--- src/rtl/sdram_ctrlmod_pq.sv ---
// sdram_ctrlmod_pq: arbitrates caller write/read requests onto the SDRAM
// function module and issues the initial and periodic auto-refresh calls.
// Write/read addresses form a circular queue (WP/RP with one wrap bit).
// Ports:
//   CLOCK, RESET  clock (rising edge), asynchronous active-low reset
//   iCall[1:0]    caller requests: [1] write, [0] read (level, held to oDone)
//   oDone[1:0]    per-request completion pulse to the caller
//   oCall[3:0]    to function module: [3] write [2] read [1] refresh [0] init
//   iDone         function-module completion pulse
//   oAddr         transfer address, latched when a call is issued
//   iClear        queue flush, honoured only in IDLE
//   oTag[1:0]     [1] full, [0] empty (combinational)
//   oCount        queue occupancy WP - RP (combinational)
module sdram_ctrlmod_pq #(
  parameter int unsigned AW    = 24,
  parameter int unsigned TREF  = 1040,
  parameter int unsigned STEP  = 1,
  parameter int unsigned RR_EN = 1
) (
  input  logic          CLOCK,
  input  logic          RESET,
  input  logic [1:0]    iCall,
  output logic [1:0]    oDone,
  output logic [3:0]    oCall,
  input  logic          iDone,
  output logic [AW-1:0] oAddr,
  input  logic          iClear,
  output logic [1:0]    oTag,
  output logic [AW:0]   oCount
);

  localparam int unsigned PW     = AW + 1;
  localparam int unsigned CW_RAW = $clog2(TREF + 1);
  localparam int unsigned CW     = (CW_RAW < 11) ? 11 : ((CW_RAW > 16) ? 16 : CW_RAW);
  localparam logic [PW-1:0] STEP_P = PW'(STEP);
  localparam logic [CW-1:0] TREF_C = CW'(TREF);
  localparam bit            RR     = (RR_EN != 0);

  typedef enum logic [2:0] {
    S_INIT, S_IDLE, S_WCALL, S_WDONE, S_RCALL, S_RDONE, S_REF
  } state_e;

  state_e        state_q, state_d;
  logic [3:0]    call_q, call_d;
  logic [1:0]    done_q, done_d;
  logic [AW-1:0] addr_q, addr_d;
  logic [PW-1:0] wp_q, wp_d;
  logic [PW-1:0] rp_q, rp_d;
  logic [CW-1:0] c1_q, c1_d;
  logic [1:0]    pend_q, pend_d;
  logic          lw_q, lw_d;   // 1 = write was served last

  logic full_c, empty_c, w_elig_c, r_elig_c, pick_w_c;

  // Queue flags and arbitration decision
  assign full_c   = (wp_q[AW] != rp_q[AW]) && (wp_q[AW-1:0] == rp_q[AW-1:0]);
  assign empty_c  = (wp_q == rp_q);
  assign w_elig_c = pend_q[1] && !full_c;
  assign r_elig_c = pend_q[0] && !empty_c;
  assign pick_w_c = w_elig_c && (!r_elig_c || !RR || !lw_q);

  // State and datapath registers
  always_ff @(posedge CLOCK or negedge RESET) begin
    if (!RESET) begin
      state_q <= S_INIT;
      call_q  <= '0;
      done_q  <= '0;
      addr_q  <= '0;
      wp_q    <= '0;
      rp_q    <= '0;
      c1_q    <= '0;
      pend_q  <= '0;
      lw_q    <= 1'b0;
    end else begin
      state_q <= state_d;
      call_q  <= call_d;
      done_q  <= done_d;
      addr_q  <= addr_d;
      wp_q    <= wp_d;
      rp_q    <= rp_d;
      c1_q    <= c1_d;
      pend_q  <= pend_d;
      lw_q    <= lw_d;
    end
  end

  // Next-state and registered-output logic
  always_comb begin
    state_d = state_q;
    call_d  = call_q;
    done_d  = 2'b00;
    addr_d  = addr_q;
    wp_d    = wp_q;
    rp_d    = rp_q;
    lw_d    = lw_q;
    // A held request must not re-arm in the cycle its done pulse is out
    pend_d  = (pend_q | iCall) & ~done_q;
    // Refresh interval counter, saturating; frozen during INITIAL/REFRESH
    if (state_q == S_INIT || state_q == S_REF) begin
      c1_d = c1_q;
    end else if (c1_q < TREF_C) begin
      c1_d = c1_q + CW'(1);
    end else begin
      c1_d = c1_q;
    end

    case (state_q)
      S_INIT: begin
        c1_d   = '0;
        call_d = 4'b0001;
        if (iDone) begin
          call_d  = 4'b0000;
          state_d = S_IDLE;
        end
      end
      S_IDLE: begin
        if (c1_q >= TREF_C) begin
          c1_d    = '0;
          call_d  = 4'b0010;
          state_d = S_REF;
        end else if (iClear) begin
          wp_d = '0;
          rp_d = '0;
        end else if (pick_w_c) begin
          call_d  = 4'b1000;
          addr_d  = wp_q[AW-1:0];
          state_d = S_WCALL;
        end else if (r_elig_c) begin
          call_d  = 4'b0100;
          addr_d  = rp_q[AW-1:0];
          state_d = S_RCALL;
        end
      end
      S_WCALL: begin
        if (iDone) begin
          call_d  = 4'b0000;
          done_d  = 2'b10;
          state_d = S_WDONE;
        end
      end
      S_WDONE: begin
        wp_d    = wp_q + STEP_P;
        lw_d    = 1'b1;
        state_d = S_IDLE;
      end
      S_RCALL: begin
        if (iDone) begin
          call_d  = 4'b0000;
          done_d  = 2'b01;
          state_d = S_RDONE;
        end
      end
      S_RDONE: begin
        rp_d    = rp_q + STEP_P;
        lw_d    = 1'b0;
        state_d = S_IDLE;
      end
      S_REF: begin
        if (iDone) begin
          call_d  = 4'b0000;
          state_d = S_IDLE;
        end
      end
      default: begin
        call_d  = 4'b0000;
        state_d = S_INIT;
      end
    endcase
  end

  assign oCall  = call_q;
  assign oDone  = done_q;
  assign oAddr  = addr_q;
  assign oTag   = {full_c, empty_c};
  assign oCount = wp_q - rp_q;

endmodule

--- config.mk ---
export PLATFORM = sky130hd
export DESIGN_NAME = sdram_ctrlmod_pq
export DESIGN_NICKNAME = d
export VERILOG_FILES = /design/src/rtl/sdram_ctrlmod_pq.sv
export SDC_FILE = /design/constraint.sdc
export NUM_CORES = 1
export LEC_CHECK = 0
export ABC_AREA = 1
export CORE_ASPECT_RATIO = 1.25
export CORE_UTILIZATION = 55
export CTS_CLUSTER_DIAMETER = 50
export DETAILED_ROUTE_END_ITERATION = 12
export PLACE_DENSITY = 0.77
export SLEW_MARGIN = 20
export SYNTH_ARGS = -nofsm -noshare
export SYNTH_HDL_FRONTEND = slang
export SYNTH_SLANG_ARGS = --single-unit
--- constraint.sdc ---
create_clock -name CLOCK -period 4.9 [get_ports CLOCK]
set_input_delay 0.49 -clock CLOCK [delete_from_list [all_inputs] [get_ports CLOCK]]
set_output_delay 0.49 -clock CLOCK [all_outputs]
set_load 0.02 [all_outputs]
==> summary.txt <==
Run status
  • Outcome: complete, no violations

Worst setup path
  • Worst EP required: 4.41 ns
  • Worst endpoint data arrival time: about 3.3 ns
  • Worst r2r path cells: 13
  • R2R Setup Slk: 2.05 ns
  • Kind of critical path: reg2out
  • Crit Path Max Fanout: 6
  • CP Capture Type: output port
  • Startpoint types: flip-flop
  • Worst R2R End: oAddr[4]
  • Critical register-to-register path startpoint: rp_q[19]

Finish
  • # diodes: 0
  • Layout Cells excl Fill: roughly 1.2k
  • Most frequent cells in the layout: 259 x nand2_1, 102 x inv_1, 97 x dfrtp_1, 86 x nand3_1, 85 x nor2_1
  • Fillcell total: 1,109
  • Reg area: between 0.002 and 0.0025 mm2
  • Most common cell after layout, fill and taps aside: nand2_1
  • Area delta synth->final: 14.2%
  • Total area of multi-input combinational cells: ~0.004 mm2
  • Post-route cell area: a little under 0.008 mm2
  • # nets final: ~1.0k
  • Share of layout cells above drive strength 1: 0.0769

Timing
  • Fin. Hold Viols: 0
  • Slew Viols, Final: 0
  • Period utilization: 0.774
  • Final setup TNS: 0 ns
  • RSZ-0062 raised after global routing: no
  • Worst Skew: roughly 0.0070 ns
  • Final setup margin: about 1.1 ns
  • Relative slew slack: 0.436
  • Slew @ Worst Pin: 0.843 ns
  • Hold slack: around 0.14 ns
  • Peak Freq: about 260 MHz
  • Crit path time final: approximately 3.8 ns
  • # setup viols final: 0

Power
  • Pint: about 0.0023 W
  • Power per cell area: about 540 mW/mm2
  • Clock power share: 0.168
  • Worst VDD drop: roughly 360 uV
  • Lkg Pwr: approximately 3.8 nW
  • Combinational Power Share: 0.591
  • Sequential share of power: 0.241
  • Switching power: approximately 0.0020 W
  • Switching Fraction: 0.473

Flow run
  • Maxcap violations: 0

Floorplan
  • Initial Utilization: 0.567
  • Die footprint: between 0.01 and 0.015 mm2
  • I/O Pins: 63
  • Die W: between 100 and 150 um
  • Row count: between 40 and 50
  • Core area: between 0.01 and 0.015 mm2
  • Die Ht: ~130 um

Clock network
  • TritonCTS clock tree: done
  • CTS sink count: between 90 and 100
  • Post-CTS Setup Bufs: 0
  • Hold-fix buffers, CTS: 0
  • Worst-Skew Late Latency: roughly 0.35 ns
  • Longest Clk Path Bufs: 2
  • CTS H-tree lvls: 3
  • Worst-path clk slew: 0.07 ns
  • CTS root buf: clkbuf_16
  • Cts repair resizes: 0
  • TritonCTS buffer count: 9

Synthesis
  • Register area share after synthesis: 0.350
  • Share of the synthesized area in the top cell type: 0.350
  • Syn avg cell area: 7.26 um2
  • Mapped Cells: 954
  • Top area cells in the synthesized netlist: dfrtp_1 35%, nand2_1 14%, nand3_1 6.2%
  • Yosys cell types: 45
  • Cell taking the most area after synthesis: dfrtp_1
  • Mapped Nets: 989
  • Post-synth EDFFs: 0
  • Flop and latch count out of synthesis: between 90 and 100
  • Async SR Flop Fraction: 1.00
  • YS warnings: 0
  • Post-Syn Area: a little under 0.007 mm2
  • Prevailing post-synth register cell: dfrtp_1

Routing
  • DR pass1 iterations: 8
  • Final wirelength: slightly above 20,000 um
  • Drc violations: 0
  • Vias: approximately 6.7k
  • Antenna-violating nets left: 0
  • Via density: between 5 and 6
  • DRT iter0 DRCs: 534
  • Routed len/inst: between 15 and 20 um

Placement
  • Post-DP Area: roughly 0.0076 mm2
  • Number of placed instances with taps included: 1,162
  • HPWL Detailed: roughly 15,000 um
  • Routability cong.: approximately 0.99
  • # port buffers: 62
  • Place WS: 1.52 ns

Global routing
  • GRT overflow: 0
  • Largest net degree at the start of global routing: just over 50
  • Number of global-route vias before repair: 6,555
  • Total global-route track usage: 0.330
  • Initial antenna violation count: 0
  • First-pass GRT wire length: 32,600 um

Min path
  • Worst hold path class: in2async
## registers in the layout, summed over array words and instances, names as in the netlist
signal	flops
oDone	2
rp_q	25
wp_q	25
lw_q	1
oAddr	24
pend_q	2
oCall	4
state_q	3
c1_q	11
## critical path, cell delays in order (launching register included)
cell and delay [ns]:
dfrtp_1 0.43, inv_1 0.10, ha_1 0.23, fa_1 0.41, o21ai_0 0.42, nand2_1 0.14, nand2_1 0.16, nand2_1 0.09
nand2_1 0.10, nand2_1 0.06, nand2_1 0.07, xor2_1 0.14, clkdlybuf4s50_1 0.61
## final cells by class
type                    instances  share of cell area
multi-input cells             726               0.496
flip-flops and latches         97               0.307
repair buffers                 65              0.0810
inverters                     110              0.0528
clock buffers                  10              0.0290
well taps                     164              0.0259
clock inverters                 6             0.00854
## cells in the mapped netlist (2+ instances only)
cell type / number
clkbuf_1: 3
nor3_1: 28
a21oi_1: 38
nand3_1: 86
buf_2: 9
o21ai_0: 39
nand2_2: 22
buf_12: 2
a21o_1: 4
ha_1: 28
nand4_1: 7
nor2_1: 85
xnor2_1: 9
buf_4: 3
nand3_2: 15
buf_6: 3
nor2_4: 5
xor2_1: 45
nor2_2: 3
nor3b_1: 2
nand2_1: 259
dfrtp_1: 97
and3_1: 2
o32ai_1: 2
nor4_1: 3
inv_1: 102
inv_2: 6
nand3_4: 2
nand3b_1: 5
o21ai_1: 3
o22ai_1: 23
## per-stage QoR
stage | util | power [W]
after floorplan | - | 0.00270
after global placement | 0.623 | 0.00354
after detailed placement | 0.623 | 0.00356
after CTS | 0.647 | 0.00428
after global routing | 0.647 | 0.00457
final | 0.647 | 0.00428
## per-layer routing
metal / wire length (um) / track usage / vias up
li1: - / - / 3222
met1: 8190 / 0.413 / 3116
met2: 9540 / 0.532 / 266
met3: 1180 / 0.0492 / 80
met4: 1210 / 0.202 / 0
met5: 0 / 0 / -
## power groups by stage
stage	sequential, W	combinational (W)	clock (W)
3_5_place_dp	0.00105	0.00251	0
3_3_place_gp	0.00105	0.00249	0
2_1_floorplan	0.00112	0.00158	0
4_1_cts	0.00103	0.00253	0.000721
6_report	0.00103	0.00253	0.000718
5_1_grt	0.00105	0.00277	0.000756
## kinds of logic (layout without fill, tap and decap cells)
kind of cell	after synthesis	in the layout	synth area share
flip-flops	97	97	0.350
XOR/XNOR	54	54	0.0683
AO/OA/AOI/OAI	117	117	0.0950
AND/OR/NAND/NOR	526	526	0.349
adder cells (fa/ha/maj)	29	29	0.0535
buffers and inverters	131	191	0.0843
## worst max path at each step
stage | start | endpoint | slack [ns] | depth (start not counted)
after floorplan | wp_q[0] | oCount[20] | 2.20 | 11
after global placement | wp_q[0] | oCount[20] | 1.54 | 12
after detailed placement | wp_q[0] | oCount[20] | 1.52 | 12
after CTS | wp_q[0] | oCount[20] | 1.14 | 12
after global routing | wp_q[0] | oCount[20] | 0.83 | 12
final | wp_q[0] | oCount[20] | 1.11 | 12
No activity file was read; power rests on OpenSTA's default activity.
